## src/rtl/branch_predictor.sv

```systemverilog
// Direct-mapped branch target buffer with per-entry saturating direction
// counters, combinational fetch lookup and saturating misprediction statistics.
module branch_predictor #(
  parameter int ENTRIES  = 16,
  parameter int CTR_BITS = 2,
  parameter int CNT_W    = 16
) (
  input  logic             clk,
  input  logic             reset,
  input  logic             Branch,
  input  logic [31:0]      PC,
  output logic             Prediction,
  output logic [31:0]      PredictedTarget,
  input  logic             UpdateEnable,
  input  logic [31:0]      PCUpdate,
  input  logic             BranchTaken,
  input  logic [31:0]      PCBranch,
  input  logic             PredictionUpdate,
  input  logic             Flush,
  input  logic             ClearStats,
  output logic [CNT_W-1:0] BranchCount,
  output logic [CNT_W-1:0] MissCount
);

  localparam int IDX   = $clog2(ENTRIES);
  localparam int TAG_W = 30 - IDX;

  localparam logic [CTR_BITS-1:0] CTR_MAX = '1;
  localparam logic [CTR_BITS-1:0] CTR_WT  = CTR_BITS'(1) << (CTR_BITS - 1);
  localparam logic [CTR_BITS-1:0] CTR_WNT = CTR_WT - CTR_BITS'(1);
  localparam logic [CNT_W-1:0]    CNT_MAX = '1;

  // Table storage kept as packed vectors so reset and flush are whole-vector writes.
  logic [ENTRIES-1:0]                valid_q;
  logic [ENTRIES-1:0][TAG_W-1:0]     tag_q;
  logic [ENTRIES-1:0][31:0]          target_q;
  logic [ENTRIES-1:0][CTR_BITS-1:0]  ctr_q;

  logic [CNT_W-1:0] branch_cnt_q;
  logic [CNT_W-1:0] miss_cnt_q;

  // Fetch-side lookup.
  logic [IDX-1:0]   lk_idx;
  logic [TAG_W-1:0] lk_tag;
  logic             lk_hit;

  assign lk_idx = PC[IDX+1:2];
  assign lk_tag = PC[31:IDX+2];
  assign lk_hit = valid_q[lk_idx] && (tag_q[lk_idx] == lk_tag);

  assign Prediction      = Branch && lk_hit && ctr_q[lk_idx][CTR_BITS-1];
  assign PredictedTarget = target_q[lk_idx];

  // Decode-side training.
  logic [IDX-1:0]      up_idx;
  logic [TAG_W-1:0]    up_tag;
  logic                up_hit;
  logic [CTR_BITS-1:0] up_ctr;
  logic [CTR_BITS-1:0] ctr_inc;
  logic [CTR_BITS-1:0] ctr_dec;

  assign up_idx = PCUpdate[IDX+1:2];
  assign up_tag = PCUpdate[31:IDX+2];
  assign up_hit = valid_q[up_idx] && (tag_q[up_idx] == up_tag);
  assign up_ctr = ctr_q[up_idx];

  always_comb begin
    ctr_inc = up_ctr;
    ctr_dec = up_ctr;
    if (up_ctr != CTR_MAX) ctr_inc = up_ctr + CTR_BITS'(1);
    if (up_ctr != '0)      ctr_dec = up_ctr - CTR_BITS'(1);
  end

  // Flush only drops valid bits; targets and counters are retained.
  always_ff @(posedge clk or negedge reset) begin
    if (!reset) begin
      valid_q  <= '0;
      tag_q    <= '0;
      target_q <= '0;
      ctr_q    <= {ENTRIES{CTR_WNT}};
    end else if (Flush) begin
      valid_q <= '0;
    end else if (UpdateEnable) begin
      if (up_hit) begin
        if (BranchTaken) begin
          ctr_q[up_idx]    <= ctr_inc;
          target_q[up_idx] <= PCBranch;
        end else begin
          ctr_q[up_idx] <= ctr_dec;
        end
      end else if (BranchTaken) begin
        valid_q[up_idx]  <= 1'b1;
        tag_q[up_idx]    <= up_tag;
        target_q[up_idx] <= PCBranch;
        ctr_q[up_idx]    <= CTR_WT;
      end
    end
  end

  // Statistics run independently of Flush; ClearStats beats any increment.
  always_ff @(posedge clk or negedge reset) begin
    if (!reset) begin
      branch_cnt_q <= '0;
      miss_cnt_q   <= '0;
    end else if (ClearStats) begin
      branch_cnt_q <= '0;
      miss_cnt_q   <= '0;
    end else if (UpdateEnable) begin
      if (branch_cnt_q != CNT_MAX) branch_cnt_q <= branch_cnt_q + CNT_W'(1);
      if ((BranchTaken != PredictionUpdate) && (miss_cnt_q != CNT_MAX))
        miss_cnt_q <= miss_cnt_q + CNT_W'(1);
    end
  end

  assign BranchCount = branch_cnt_q;
  assign MissCount   = miss_cnt_q;

  logic unused_pc_bits;
  assign unused_pc_bits = ^{PC[1:0], PCUpdate[1:0]};

endmodule

```

## config.mk

```make
export PLATFORM = sky130hd
export DESIGN_NAME = branch_predictor
export DESIGN_NICKNAME = d
export VERILOG_FILES = /design/src/rtl/branch_predictor.sv
export SDC_FILE = /design/constraint.sdc
export NUM_CORES = 1
export LEC_CHECK = 0
export CORE_ASPECT_RATIO = 1.75
export CORE_MARGIN = 2
export CORE_UTILIZATION = 30
export CTS_CLUSTER_DIAMETER = 150
export DETAILED_ROUTE_END_ITERATION = 8
export DONT_BUFFER_PORTS = 1
export PLACE_DENSITY_LB_ADDON = 0.08
export SYNTH_ARGS = -nofsm -noshare
export SYNTH_HDL_FRONTEND = slang
export SYNTH_SLANG_ARGS = --single-unit
```

## constraint.sdc

```tcl
create_clock -name clk -period 12.4 [get_ports clk]
set_clock_uncertainty 0.15 [all_clocks]
set_input_delay 1.24 -clock clk [delete_from_list [all_inputs] [get_ports clk]]
set_output_delay 1.24 -clock clk [all_outputs]
set_load 0.005 [all_outputs]
```

==> flow_metrics.py <==
metrics = {
    "outcome": {
        "outcome": "finished, final reports clean",
    },
    "timing": {
        "worst_pin_slew_ns": 1.296,
        "whs_ns": 0.07285,
        "rsz0062_at_grt": "false",
        "fmax_ghz": 0.1787,
        "hold_violations": 0,
        "finalCriticalPeriod_ns": 5.595,
        "relSlewSlack_pct": 13.61,
        "fin_crit_sh_pct": 45.12,
        "setup_viol": 0,
        "timing.final.max_slew_violations": 0,
        "setup_tns_ns": 0,
    },
    "placed_design": {
        "dpl_cell_area_um2": 52420,
        "gp_congestion": 0.7834,
        "place_inst": 5200,
        "io_buffers": 0,
        "dp_hpwl_mm": 91.75,
    },
    "clock_tree": {
        "cts.repair.resized": 0,
        "cts_buffer_depth": 3,
        "tritoncts": "built",
        "clockRootBuffer": "clkbuf_16",
        "htreeDepth": 3,
        "clk_latency_ns": 0.73,
        "cts_sinks": 1008,
        "clk_pin_slew_worst_paths_ns": 0.06,
        "numCtsBuffers": 108,
    },
    "grt": {
        "use_met3_pct": 3.368,
        "grt_busiest_layer": "met2",
        "track_usage_pct": 18.92,
        "grt_use_met1_pct": 21.52,
        "grt_max_degree": 240,
        "met2_usage_pct": 35.42,
        "antenna_found_initial": 1,
        "grt_pass1_wl_mm": 237.3,
        "gr-total-overflow": 0,
        "grt_pass1_vias": 32678,
    },
    "power": {
        "leakage_nw": 24.93,
        "switching_share_pct": 24.73,
        "p_int_w": 0.006244,
        "pwr-share-seq_pct": 47.7,
        "combPwrFrac_pct": 13.2,
        "switchingPower_w": 0.002052,
        "peakVddDrop_mv": 0.1315,
        "pwr_density_cell_nw_per_um2": 148.2,
        "clock_power_share_pct": 39.1,
    },
    "setup_path": {
        "startpoint": "PC[2]",
        "startpoint_type": "primary input",
        "end_kind": "output pin",
        "worstPathMaxFanout": 239,
        "worstSetupPathType": "in -> out",
        "arrival_ns": 4.21,
        "crit_required_ns": 11.01,
        "r2r_start": "tag_q[7]$_DFFE_PN0P_",
    },
    "logic_synthesis": {
        "netlist_area_um2": 50750,
        "yosysMostFrequentCell": "dfrtp_1",
        "postSynthAreaPerCell_um2": 15.63,
        "synth_edf_count": 0,
        "synth_common_cells": "dfrtp_1 (992), mux2_2 (751), mux4_2 (383)",
        "syn_inst": 3248,
        "async_reset_ff_share_pct": 100.0,
        "synthDominantAreaCellType": "dfrtp_1",
        "synth.area.top_cells": "dfrtp_1 (49%), mux4_2 (17%), mux2_2 (17%)",
        "yosysSeqAreaShare_pct": 49.74,
        "yosysWarnings": 0,
        "yosysUniqueCellTypes": 74,
        "ys.flop_type": "dfrtp_1",
        "synth_top_area_share_pct": 48.91,
        "ys_ff_latch": 1008,
        "syn_nets": 3354,
    },
    "final_layout": {
        "drive_above_1_share_pct": 47.38,
        "syn2layout_area_growth_pct": 10.27,
        "layoutNonFillerInstCount": 5397,
        "fin_area_um2": 55970,
        "final_nets": 3209,
        "final_util_pct": 33.30,
    },
    "floorplan": {
        "rows": 199,
        "die_area_um2": 172600,
        "core_um2": 168100,
        "die_h_um": 548.1,
        "initial_core_util_pct": 30.20,
        "io_pins": 169,
        "die_w_um": 314.9,
    },
    "detailed_routing": {
        "drt-initial-drc-count": 1478,
        "avgViaCountPerCell": 5.335,
        "drc": 0,
        "wl_mm": 162.1,
        "drtAntennaViolNets": 0,
        "vias": 28795,
        "drtPass1Iterations": 4,
        "wl_per_cell_um": 30.03,
    },
    "hold_path": {
        "hold_class": "in -> async",
    },
    "job": {
        "cap_violations": 0,
    },
}
[cell families (layout without fill, tap and decap cells)]
family	after synthesis	count (layout)	synth area share, %
and+or+nand+nor	268	268	2.855
AOI/OAI and AO/OA	154	154	2.251
adders and majority gates	4	4	0.08874
xor gates and xnor gates	82	82	1.415
DFF	1008	1008	49.74
muxes	1399	1399	40.29
other	0	1	0
buffers and inverters	333	270	3.367
[final cells by class]
cell class / instances / area [µm²]
repair buffers: 36 / 395.4
diodes: 1 / 2.502
flip-flops and latches: 1008 / 25240
fillers: 16262 / 112100
well taps: 2211 / 2766
clock buffers: 159 / 3138
inverters: 42 / 157.7
multi-input cells: 1907 / 23930
clock inverters: 33 / 336.6
[path summary, 6_finish.rpt]
check / to / slack, ns / depth (start not counted)
max in group asynchronous: target_q[324]$_DFFE_PN0P_ / 9.48 / 3
worst max register to register: tag_q[14]$_DFFE_PN0P_ / 7.60 / 11
worst min-delay path: tag_q[144]$_DFFE_PN0P_ / 0.07 / 0
min in group clk: target_q[190]$_DFFE_PN0P_ / 0.35 / 1
worst max-delay path: Prediction / 6.80 / 7
worst min register to register: target_q[190]$_DFFE_PN0P_ / 0.35 / 1
[critical path, cell delays in order]
cell and delay (ns):
mux4_2 0.64, mux4_2 0.54, xnor2_1 0.17, o2111ai_1 0.31, nor3_1 0.56, nand3_1 0.15
nor3_1 0.32
[routing by layer]
layer / part of all wire [%] / up-vias / wire length (µm)
met5: 0 / - / 0
met3: 4.1 / 200 / 6722
met4: 3.1 / 0 / 5011
met1: 38 / 16056 / 61710
met2: 55 / 580 / 88650
li1: - / 11959 / -
[sequential cells by signal, summed over array words and instances, names as in the netlist]
register	count
BranchCount	16
MissCount	16
ctr_q	32
tag_q	416
target_q	512
valid_q	16
[through the flow]
| step | power, W | worst slack, ns |
|---|---|---|
| 3_3_place_gp | 0.005052 | 6.594 |
| 4_1_cts | 0.008446 | 6.967 |
| 2_1_floorplan | 0.004838 | 6.738 |
| 6_report | 0.008296 | 6.805 |
| 3_5_place_dp | 0.005128 | 6.505 |
| 5_1_grt | 0.008687 | 6.828 |
[power by group through the flow]
stage | Clock (W) | Sequential (W) | Combinational (W)
4_1_cts | 0.00337 | 0.00395 | 0.00113
5_1_grt | 0.00350 | 0.00400 | 0.00118
2_1_floorplan | 0 | 0.00391 | 0.000932
3_5_place_dp | 0 | 0.00401 | 0.00112
3_3_place_gp | 0 | 0.00397 | 0.00109
6_report | 0.00324 | 0.00395 | 0.00110
[cells in the final DEF, fill, tap and decap left out, types with 6 or more instances in the layout]
master       n
dfrtp_1    992
mux2_2     751
mux4_2     383
clkbuf_16  111
mux2_4     109
nand2_1     81
mux2_1      81
mux2i_1     71
xor2_1      46
nor2_1      46
inv_1       41
o21ai_0     36
xnor2_1     36
clkbuf_1    30
buf_4       28
nand2b_1    23
nand3_1     20
clkinv_2    19
clkbuf_8    18
o221ai_1    17
o221a_2     16
dfstp_2     16
nor3_1      14
a21oi_1     13
nor2_4      12
a22oi_1     11
or3_1       10
nand2_8     10
a31oi_1      8
o22ai_1      8
nor4_1       7
nor2b_1      7
and3_1       6
buf_16       6
[timing repair]
action / CTS / global route
buffers inserted: 0 / 0
hold buffers: 3 / 0
endpoints found under the hold margin: 44 / 0
No activity file was read; power rests on OpenSTA's default activity.
